<file path="config.mk">
export PLATFORM = sky130hd
export DESIGN_NAME = biriscv_redirect_ctrl
export DESIGN_NICKNAME = d
export VERILOG_FILES = /design/src/rtl/biriscv_redirect_ctrl.sv
export SDC_FILE = /design/constraint.sdc
export NUM_CORES = 1
export LEC_CHECK = 0
export BUFFER_PORTS_ARGS = -buffer_cell sky130_fd_sc_hd__buf_2
export CORE_MARGIN = 2
export CORE_UTILIZATION = 47
export DETAILED_ROUTE_END_ITERATION = 6
export PLACE_DENSITY = 0.77
export SYNTH_ARGS = -nofsm -noshare
export SYNTH_HDL_FRONTEND = slang
export SYNTH_SLANG_ARGS = --single-unit
</file>
<file path="constraint.sdc">
create_clock -name clk_i -period 2.75 [get_ports clk_i]
set_clock_uncertainty 0.15 [all_clocks]
set_input_delay 0.1375 -clock clk_i [delete_from_list [all_inputs] [get_ports clk_i]]
set_output_delay 0.1375 -clock clk_i [all_outputs]
set_load 0.02 [all_outputs]
</file>
<file path="src/rtl/biriscv_redirect_ctrl.sv">
// Fetch redirect controller: prioritises exception/branch redirects, tracks fetch privilege
// and sequences FENCE.I (invalidate, wait for flush, redirect). Every output is a flop.
module biriscv_redirect_ctrl #(
  parameter int unsigned FLUSH_TIMEOUT = 1024
) (
  input  logic        clk_i,
  input  logic        rst_i,
  input  logic        exc_request_i,
  input  logic [31:0] exc_pc_i,
  input  logic [1:0]  exc_priv_i,
  input  logic        br_request_i,
  input  logic [31:0] br_pc_i,
  input  logic        fence_request_i,
  input  logic [31:0] fence_pc_i,
  input  logic        flush_done_i,
  output logic        branch_request_o,
  output logic [31:0] branch_pc_o,
  output logic [1:0]  branch_priv_o,
  output logic        fetch_invalidate_o,
  output logic        squash_o,
  output logic        busy_o,
  output logic        fence_done_o,
  output logic        flush_timeout_o
);

  typedef enum logic [1:0] {ST_IDLE, ST_FLUSH, ST_WAIT, ST_REDIRECT} state_t;

  // A zero timeout means wait forever; TMO_LAST is then never consulted.
  localparam bit          TMO_EN   = (FLUSH_TIMEOUT != 0);
  localparam logic [15:0] TMO_LAST = 16'(FLUSH_TIMEOUT - 1);

  state_t      state_q, state_d;
  logic [1:0]  priv_q, priv_d;
  logic [31:0] fence_pc_q, fence_pc_d;
  logic        cancel_q, cancel_d;
  logic [15:0] cnt_q, cnt_d;

  logic        br_req_q, br_req_d;
  logic [31:0] br_pc_q, br_pc_d;
  logic [1:0]  br_priv_q, br_priv_d;
  logic        inv_q, inv_d;
  logic        squash_q, squash_d;
  logic        busy_q, busy_d;
  logic        done_q, done_d;
  logic        tmo_q, tmo_d;

  always_comb begin
    state_d    = state_q;
    priv_d     = priv_q;
    fence_pc_d = fence_pc_q;
    cancel_d   = cancel_q;
    cnt_d      = cnt_q;
    tmo_d      = tmo_q;
    br_req_d   = 1'b0;
    br_pc_d    = br_pc_q;
    br_priv_d  = br_priv_q;
    inv_d      = 1'b0;
    done_d     = 1'b0;

    if (exc_request_i) begin
      br_req_d  = 1'b1;
      br_pc_d   = exc_pc_i;
      br_priv_d = exc_priv_i;
      priv_d    = exc_priv_i;
      if (state_q == ST_FLUSH || state_q == ST_WAIT) cancel_d = 1'b1;
    end

    case (state_q)
      ST_IDLE: begin
        if (!exc_request_i) begin
          if (br_request_i) begin
            br_req_d  = 1'b1;
            br_pc_d   = br_pc_i;
            br_priv_d = priv_q;
          end else if (fence_request_i) begin
            fence_pc_d = fence_pc_i;
            inv_d      = 1'b1;
            state_d    = ST_FLUSH;
          end
        end
      end
      ST_FLUSH: begin
        cnt_d   = '0;
        state_d = ST_WAIT;
      end
      ST_WAIT: begin
        if (cnt_q != 16'hFFFF) cnt_d = cnt_q + 16'd1;
        if (flush_done_i) begin
          state_d = ST_REDIRECT;
        end else if (TMO_EN && cnt_q == TMO_LAST) begin
          state_d = ST_REDIRECT;
          tmo_d   = 1'b1;
        end
      end
      ST_REDIRECT: begin
        state_d  = ST_IDLE;
        cancel_d = 1'b0;
      end
      default: state_d = ST_IDLE;
    endcase

    // A cancelled fence still reports completion but must not redirect over the exception.
    if (state_q == ST_WAIT && state_d == ST_REDIRECT) begin
      done_d = 1'b1;
      if (!cancel_d) begin
        br_req_d  = 1'b1;
        br_pc_d   = fence_pc_q;
        br_priv_d = priv_q;
      end
    end

    squash_d = br_req_d | inv_d;
    busy_d   = (state_d != ST_IDLE);
  end

  always_ff @(posedge clk_i or posedge rst_i) begin
    if (rst_i) begin
      state_q    <= ST_IDLE;
      priv_q     <= 2'b11;
      fence_pc_q <= '0;
      cancel_q   <= 1'b0;
      cnt_q      <= '0;
      br_req_q   <= 1'b0;
      br_pc_q    <= '0;
      br_priv_q  <= 2'b11;
      inv_q      <= 1'b0;
      squash_q   <= 1'b0;
      busy_q     <= 1'b0;
      done_q     <= 1'b0;
      tmo_q      <= 1'b0;
    end else begin
      state_q    <= state_d;
      priv_q     <= priv_d;
      fence_pc_q <= fence_pc_d;
      cancel_q   <= cancel_d;
      cnt_q      <= cnt_d;
      br_req_q   <= br_req_d;
      br_pc_q    <= br_pc_d;
      br_priv_q  <= br_priv_d;
      inv_q      <= inv_d;
      squash_q   <= squash_d;
      busy_q     <= busy_d;
      done_q     <= done_d;
      tmo_q      <= tmo_d;
    end
  end

  assign branch_request_o   = br_req_q;
  assign branch_pc_o        = br_pc_q;
  assign branch_priv_o      = br_priv_q;
  assign fetch_invalidate_o = inv_q;
  assign squash_o           = squash_q;
  assign busy_o             = busy_q;
  assign fence_done_o       = done_q;
  assign flush_timeout_o    = tmo_q;

endmodule
</file>
==> metrics.cfg, run 1 <==
[place]
port_buffers=143
dpl.hpwl_um=7430
routabilityCongestion=0.924

[hold_path]
hold_path.class=in2reg

[clocking]
clk_latency_ns=0.36
cts.sinks=93
clk_pin_slew_ns=0.09
cts_tree=done
cts_buffers=9
cts.path.max_buffers=2
post_cts_buffers=0
clockRootBuffer=clkbuf_8
cts_resized=0
cts.htree.levels=3

[routing]
wl_per_cell_um=15.6
avgViaCountPerCell=5.20
drt-total-wl_um=11600
vias=3857
drtPass1Iterations=5
post-route-drc-count=0
drt-initial-drc-count=191
postRouteAntennaNets=0

[power]
leakagePower_uw=0.00309
max-vdd-ir-drop_v=0.000392
powerDensity_nw_per_um2=775
total_power_uw=4950

[synthesis]
ys_seq_area_share_pct=49.6
synth_top_area_cell=dfrtp_1
postSynthAreaPerCell_sq_um=11.6
synth_top_cell_area_share_pct=47.4
synth-seq-cells=93
synth_fp_nets=513
synth_edf_count=0
syn_area_sq_um=4700
postSynthCellCount=404
synthArstFlopShare_pct=100
yosys_warnings=0
synthTopCellsByArea=dfrtp_1 47%, mux2_4 9.6%, mux2_2 8.6%
yosysUniqueCellTypes=42
synth_top_flop_cell=dfrtp_1

[timing]
finalCritPeriodShare_pct=91.6
max_freq_mhz=397
drv_slew=0
worst_pin_slew_ns=0.633
hold_ws_ns=0.00237
relSlewSlack_pct=57.8
grt_setup_unrepaired=false
setup_tns_ns=0
finalSetupViolCount=0
hold_viol=0
min_period_ns=2.52

[worst_setup_path]
required_ns=2.84
worstSetupPathType=reg2reg
path_max_fanout=27
end_kind=register
arrival_ns=2.61
startpoint_type=register

[die]
dieWidth_um=104
num_rows=36
die_h_um=104
fp.coreArea_sq_um=9730
start_util_pct=48.3
die_area_sq_um=10800
ioPinCount=144

[cells_and_area]
drive_gt1_share_pct=40.7
fin_nets=713
area_delta_synth_final_pct=35.9
final_cell_mix=143 x buf_2, 89 x dfrtp_1, 63 x dlygate4sd3_1
antenna_cells=0
final_common_cell=buf_2

[global_routing]
antenna_found_initial=0
grt-ovfl-total=0
grt_pass1_vias=4077
grt_pass1_wl_um=19300
grt_max_degree=55
grt_usage_pct=22.2

[status]
outcome=complete, no violations

[flow_run]
max-cap-violations=0

[layout make-up]
class                           count  area (sq um)
Inverter                           14          55.1
Tap cell                          133           166
Clock inverter                      6          71.3
Multi-Input combinational cell    272          2170
Sequential cell                    93          2330
Clock buffer                       10           138
Timing Repair Buffer              214          1460
Fill cell                         751          3340
[what timing repair did]
action,4_1_cts,5_1_grt
setup endpoints to repair,0,0
hold buffers,62,1
hold endpoints to repair,104,1
[cells by family after synthesis]
group / Yosys count / share of synthesized area, %
xor+xnor: 8 / 1.49
fa+ha+maj: 5 / 1.33
flops: 93 / 49.6
compound gates: 68 / 8.86
buf+inv: 39 / 4.47
simple gates: 93 / 9.21
mux: 98 / 25.0
[cells in the mapped netlist, types with 3 or more instances]
cell type  number
mux2_4         30
dfstp_2         4
buf_2           6
ha_1            5
buf_12          3
clkbuf_1       14
dfrtp_1        89
xnor2_1         3
o2111ai_1       4
o41ai_1         3
o21ai_0        45
mux2_2         36
nand3b_1        3
o31ai_1         4
nand2_1        45
mux2i_1        32
nand3_1        10
xor2_1          5
inv_1          14
o211ai_1        4
nor2_1         16
[worst max-delay path, cell delays in order, from the launching register on]
cell	delay (ns)
dfrtp_1	0.44
inv_1	0.12
ha_1	0.30
nand2_1	0.12
o31ai_1	0.31
and3_1	0.29
nand2_4	0.13
buf_12	0.21
mux2_4	0.32
[metrics by stage]
step / area, sq um / setup WS, ns / std cells / util, %
floorplan: 4700 / 0.0488 / 404 / -
finish: 6390 / 0.232 / 742 / 65.6
CTS: 6380 / 0.246 / 741 / 65.5
global route: 6390 / 0.0372 / 742 / 65.6
detailed placement: 5550 / 0.258 / 663 / 57.0
global placement: 5550 / 0.353 / 663 / 57.0
[report_power, final]
group / leakage [uW] / internal [uW] / total (uW) / switching [uW]
Clock: 0.000104 / 453 / 938 / 485
Sequential: 0.00113 / 1860 / 2150 / 283
Combinational: 0.00185 / 931 / 1870 / 935
Total: 0.00309 / 3250 / 4950 / 1700
[metal layers]
layer,global-route usage (%),routed length [um],share of wire (%)
met3,3.45,466,4.0
met2,39.1,5970,52
met4,12.5,498,4.3
met1,25.8,4620,40
met5,0,0,0
[registers in the layout, indices dropped and copies added, names as in the netlist, 2 cells and up]
signal	count
branch_pc_o	32
fence_pc_q	32
cnt_q	16
branch_priv_o	2
priv_q	2
state_q	2
[worst paths after layout]
check                             from          endpoint  slack, ns  cells past startpoint
setup / recovery            state_q[0]   branch_pc_o[22]       0.23                      8
hold / removal             br_pc_i[26]   branch_pc_o[26]      0.002                      4
setup reg to reg            state_q[0]   branch_pc_o[22]       0.23                      8
hold reg to reg              priv_q[1]         priv_q[1]       0.33                      2
max in group asynchronous        rst_i  branch_priv_o[1]       1.49                      4
min in group asynchronous        rst_i     fence_pc_q[8]       0.24                      3
No activity file was read; power rests on OpenSTA's default activity.
==> run 2: changes to the inputs <==
Settings changed: CORE_ASPECT_RATIO set to 0.7.
==> run 2 against run 1 <==
Against the previous run: power grew 6.6%; critical endpoint is now branch_pc_o[26]; global-route usage down 0.97 points; first-iteration DRC count shrank 7.3%; critical path depth stayed put; clock-buffer cell count is 2 higher; final area fell by 1.0%; worst hold slack improved by 0.0049 ns.
==> metrics.cfg, run 2 (synthesis gave the netlist of run 1 again) <==
[clocking]
cts.path.max_buffers=2  ; unchanged
clk_latency_ns=0.33  ; was 0.36 ns
cts.htree.levels=3  ; unchanged
cts_tree=done  ; unchanged
clk_pin_slew_ns=0.06  ; was 0.09 ns
clockRootBuffer=clkbuf_16  ; was clkbuf_8
cts.sinks=93  ; unchanged
cts_buffers=9  ; unchanged

[die]
die_h_um=87.7  ; was 104 um
fp.coreArea_sq_um=9720  ; was 9730 sq um
die_area_sq_um=10800  ; about the same
start_util_pct=48.4  ; was 48.3%
num_rows=30  ; was 36
ioPinCount=144  ; unchanged
dieWidth_um=124  ; was 104 um

[routing]
drtPass1Iterations=4  ; was 5
post-route-drc-count=0  ; unchanged
wl_per_cell_um=15.3  ; was 15.6 um
drt-initial-drc-count=177  ; was 191
vias=3702  ; was 3857
postRouteAntennaNets=0  ; unchanged
drt-total-wl_um=11100  ; was 11600 um
avgViaCountPerCell=5.12  ; was 5.20

[global_routing]
grt_pass1_wl_um=17800  ; was 19300 um
grt_max_degree=53  ; was 55
grt_usage_pct=21.2  ; was 22.2%
antenna_found_initial=0  ; unchanged
grt-ovfl-total=0  ; unchanged
grt_pass1_vias=3697  ; was 4077

[timing]
setup_tns_ns=0  ; unchanged
grt_setup_unrepaired=false  ; unchanged
worst_pin_slew_ns=0.526  ; was 0.633 ns
min_period_ns=2.52  ; about the same
relSlewSlack_pct=64.9  ; was 57.8%
finalCritPeriodShare_pct=91.5  ; was 91.6%
hold_viol=0  ; unchanged
max_freq_mhz=398  ; was 397 MHz
finalSetupViolCount=0  ; unchanged
drv_slew=0  ; unchanged

[cells_and_area]
antenna_cells=0  ; unchanged
fin_util_pct=65.0  ; was 65.6%
final_common_cell=buf_2  ; unchanged
fin_nets=699  ; was 713
final_cell_mix=143 x buf_2, 89 x dfrtp_1, 46 x dlygate4sd3_1  ; was 143 x buf_2, 89 x dfrtp_1, 63 x dlygate4sd3_1
area_delta_synth_final_pct=34.5  ; was 35.9%
drive_gt1_share_pct=42.2  ; was 40.7%

[worst_setup_path]
path_max_fanout=15  ; was 27
required_ns=2.81  ; was 2.84 ns
cp_cell_sequence=inv_1, ha_1, nand2_1, o31ai_1, and3_1, nand2_4, buf_4, mux2_4  ; was inv_1, ha_1, nand2_1, o31ai_1, and3_1, nand2_4, buf_12, mux2_4
arrival_ns=2.58  ; was 2.61 ns
end_kind=register  ; unchanged
worstSetupPathType=reg2reg  ; unchanged
slowest_delay_ns=0.43  ; was 0.44 ns
crit_slowest_cell=dfrtp_1  ; unchanged
path_buf_inv=2  ; unchanged
cp_top_family=simple AND/OR/NAND/NOR gates  ; unchanged
startpoint_type=register  ; unchanged

[place]
routabilityCongestion=0.869  ; was 0.924
port_buffers=143  ; unchanged
dpl.hpwl_um=7910  ; was 7430 um

[hold_path]
hold_path.class=in2reg  ; unchanged

[power]
powerDensity_nw_per_um2=834  ; was 775 nW/um^2
leakagePower_uw=0.00308  ; was 0.00309 uW
max-vdd-ir-drop_v=0.000449  ; was 0.000392 V

[status]
outcome=complete, no violations  ; unchanged

[flow_run]
max-cap-violations=0  ; unchanged

[run 2: cell count changes in the layout (fill, tap and decap cells not counted), sizes merged]
cell | previous run | this run
dlygate4sd3 | 63 | 46
clkinvlp | 1 | 0
clkinv | 3 | 4
buf | 151 | 154
inv | 15 | 13
clkbuf | 10 | 12
[run 2: what timing repair did]
item | in CTS | in global routing
gates resized for setup | 0 | 0
hold endpoints to repair | 134 | 0
hold buffers | 46 | 0
buffers inserted | 0 | 0
[run 2: layout make-up]
cell class	count	area [sq um]
Tap cell	128	160
Multi-Input combinational cell	272	2170
Sequential cell	93	2330
Timing Repair Buffer	200	1300
Clock inverter	4	45.0
Clock buffer	12	267
Inverter	14	53.8
Fill cell	763	3400
[run 2: metal layers]
metal  GRT usage [%]  vias to the layer above  share of wire (%)
met3            4.95                       16                5.5
met4            6.10                        0                1.6
met5               0                        -                  0
li1                -                     1792                  -
met2            35.2                      124                 47
met1            28.1                     1770                 46
[run 2: path summary, 6_finish.rpt]
kind,from,end,slack [ns],depth (start not counted)
worst min register to register,flush_timeout_o,flush_timeout_o,0.32,2
worst max register to register,state_q[0],branch_pc_o[26],0.23,8
min in group asynchronous,rst_i,fence_pc_q[28],0.09,3
worst max-delay path,state_q[0],branch_pc_o[26],0.23,8
worst min-delay path,br_pc_i[20],branch_pc_o[20],0.007,4
max in group asynchronous,rst_i,fence_pc_q[10],1.68,4
[run 2: worst reg2reg max path: stages (launching register included)]
cell	delay (ns)
dfrtp_1	0.43
inv_1	0.13
ha_1	0.28
nand2_1	0.11
o31ai_1	0.36
and3_1	0.29
nand2_4	0.06
buf_4	0.23
mux2_4	0.35
[run 2: where the power goes]
part | internal, uW | leakage [uW] | switching (uW)
logic | 914 | 0.00179 | 935
registers | 1870 | 0.00113 | 290
clock network | 774 | 0.000158 | 494
[run 2: metrics by stage]
| stage | setup slack, ns | hold WS (ns) | instance area [sq um] | cells | total power [uW] |
|---|---|---|---|---|---|
| 2_1_floorplan | 0.0488 | 0.0872 | 4700 | 404 | 3390 |
| 3_3_place_gp | 0.376 | -0.110 | 5550 | 661 | 3860 |
| 3_5_place_dp | 0.276 | -0.109 | 5550 | 661 | 3970 |
| 4_1_cts | 0.267 | 0.000411 | 6320 | 723 | 5310 |
| 5_1_grt | 0.114 | 0.0167 | 6320 | 723 | 5600 |
| 6_report | 0.235 | 0.00730 | 6320 | 723 | 5270 |
==> run 3: changes to the inputs <==
Settings changed: GPL_ROUTABILITY_DRIVEN set to 0, HOLD_SLACK_MARGIN set to 0.05.
==> run 3 against run 2 <==
Against the previous run: sequential share of layout area decreased by 1.3 points; clock power is essentially flat; sequential power is essentially flat; die area unchanged; critical path type unchanged.
==> metrics.cfg, run 3 (synthesis gave the netlist of run 1 again) <==
[power]
powerDensity_nw_per_um2=811  ; was 834 nW/um^2
leakagePower_uw=0.00318  ; was 0.00308 uW
total_power_uw=5310  ; was 5270 uW
max-vdd-ir-drop_v=0.000460  ; was 0.000449 V

[timing]
drv_slew=0  ; unchanged
setup_slack_ns=0.225  ; was 0.235 ns
setup_tns_ns=0  ; unchanged
finalSetupViolCount=0  ; unchanged
worst_pin_slew_ns=0.546  ; was 0.526 ns
hold_viol=0  ; unchanged
relSlewSlack_pct=63.6  ; was 64.9%
grt_setup_unrepaired=false  ; unchanged
min_period_ns=2.52  ; about the same
finalCritPeriodShare_pct=91.8  ; was 91.5%
max_freq_mhz=396  ; was 398 MHz

[routing]
wl_per_cell_um=15.4  ; was 15.3 um
drt-total-wl_um=11500  ; was 11100 um
vias=3817  ; was 3702
drtPass1Iterations=4  ; unchanged
post-route-drc-count=0  ; unchanged
postRouteAntennaNets=0  ; unchanged
avgViaCountPerCell=5.12  ; about the same
drt-initial-drc-count=192  ; was 177

[clocking]
cts.sinks=93  ; unchanged
cts_buffers=9  ; unchanged
clk_pin_slew_ns=0.06  ; about the same
cts.htree.levels=3  ; unchanged
clk_latency_ns=0.33  ; about the same
cts_tree=done  ; unchanged
cts.path.max_buffers=2  ; unchanged
clockRootBuffer=clkbuf_16  ; unchanged

[global_routing]
met2_usage_pct=37.7  ; was 35.2%
grt_use_met3_pct=5.01  ; was 4.95%
grt_pass1_vias=3852  ; was 3697
grt.busiest_layer=met2  ; unchanged
grt_usage_pct=22.1  ; was 21.2%
antenna_found_initial=0  ; unchanged
grt_max_degree=53  ; unchanged
grt_pass1_wl_um=18500  ; was 17800 um
grt-ovfl-total=0  ; unchanged
use_met1_pct=28.3  ; was 28.1%

[cells_and_area]
final_common_cell=buf_2  ; unchanged
finalNonFillerCells=746  ; was 723
fin_nets=722  ; was 699
final_cell_mix=143 x buf_2, 89 x dfrtp_1, 69 x dlygate4sd3_1  ; was 143 x buf_2, 89 x dfrtp_1, 46 x dlygate4sd3_1
fin_util_pct=67.4  ; was 65.0%
drive_gt1_share_pct=40.6  ; was 42.2%
antenna_cells=0  ; unchanged
area_delta_synth_final_pct=39.4  ; was 34.5%

[worst_setup_path]
cp_cell_sequence=inv_1, ha_1, nand2_1, o31ai_1, and3_1, nand2_4, buf_4, mux2_4  ; unchanged
crit_slowest_cell=dfrtp_1  ; unchanged
worst-r2r-setup-slack_ns=0.23  ; about the same
cp-endpoint=branch_pc_o[26]  ; unchanged
slowest_delay_ns=0.43  ; about the same
worstSetupPathType=reg2reg  ; unchanged
crit_start=state_q[0]  ; unchanged
r2r_end=branch_pc_o[26]  ; unchanged
startpoint_type=register  ; unchanged
required_ns=2.82  ; was 2.81 ns
arrival_ns=2.59  ; was 2.58 ns
path_max_fanout=15  ; unchanged
r2r_cells=8  ; unchanged
end_kind=register  ; unchanged
r2r_start=state_q[0]  ; unchanged

[hold_path]
hold_path.class=in2reg  ; unchanged

[die]
dieWidth_um=124  ; unchanged
num_rows=30  ; unchanged
start_util_pct=48.4  ; unchanged
die_h_um=87.7  ; unchanged
fp.coreArea_sq_um=9720  ; unchanged
ioPinCount=144  ; unchanged
die_area_sq_um=10800  ; unchanged

[place]
place_inst=661  ; unchanged
port_buffers=143  ; unchanged
pre_cts_ws_ns=0.276  ; unchanged
dpl.hpwl_um=7910  ; unchanged

[flow_run]
max-cap-violations=0  ; unchanged

[status]
outcome=complete, no violations  ; unchanged

run 3: cell count changes in the layout (fill, tap and decap cells not counted):
cell	delta
dlygate4sd3_1	+23
run 3: power by group:
group,internal [uW],switching [uW]
sequential,1870,291
clock,774,493
combinational,943,945
total,3580,1730
run 3: worst min-delay path by stage:
stage	from	to	slack, ns	cells after the start
after floorplan	flush_done_i	flush_timeout_o	0.09	1
after global placement	rst_i	fence_pc_q[23]	-0.11	2
after detailed placement	rst_i	fence_pc_q[28]	-0.11	2
after CTS	br_pc_i[19]	branch_pc_o[19]	0.05	4
after global routing	br_pc_i[19]	branch_pc_o[19]	0.07	4
final	br_pc_i[19]	branch_pc_o[19]	0.07	4
run 3: per-stage QoR:
stage | cell area (sq um) | hold slack [ns]
after detailed placement | 5550 | -0.109
after global routing | 6550 | 0.0669
after global placement | 5550 | -0.110
final | 6550 | 0.0664
after CTS | 6550 | 0.0523
after floorplan | 4700 | 0.0872
run 3: layout make-up:
class                           instances  area, sq um
Clock buffer                           12          267
Inverter                               14         53.8
Multi-Input combinational cell        272         2170
Timing Repair Buffer                  223         1530
Sequential cell                        93         2330
Clock inverter                          4         45.0
Tap cell                              128          160
Fill cell                             726         3170
run 3: repair_timing:
item / 4_1_cts / 5_1_grt
hold endpoints to repair: 158 / 0
gates resized for setup: 0 / 0
hold buffers: 69 / 0
buffers inserted: 0 / 0
run 3: metal layers:
layer | vias to the layer above | part of all wire [%] | wire length [um]
met1 | 1825 | 44 | 5070
met5 | - | 0 | 0
li1 | 1838 | - | -
met2 | 136 | 49 | 5610
met3 | 18 | 5.7 | 654
met4 | 0 | 1.7 | 194
run 3: critical path: cells and delay by family (launching register included):
kind / cells / cell delay (ns)
muxes: 1 / 0.34
buffers and inverters: 2 / 0.36
AOI/OAI and AO/OA: 1 / 0.36
and+or+nand+nor: 3 / 0.46
DFF: 1 / 0.43
adders and majority gates: 1 / 0.28
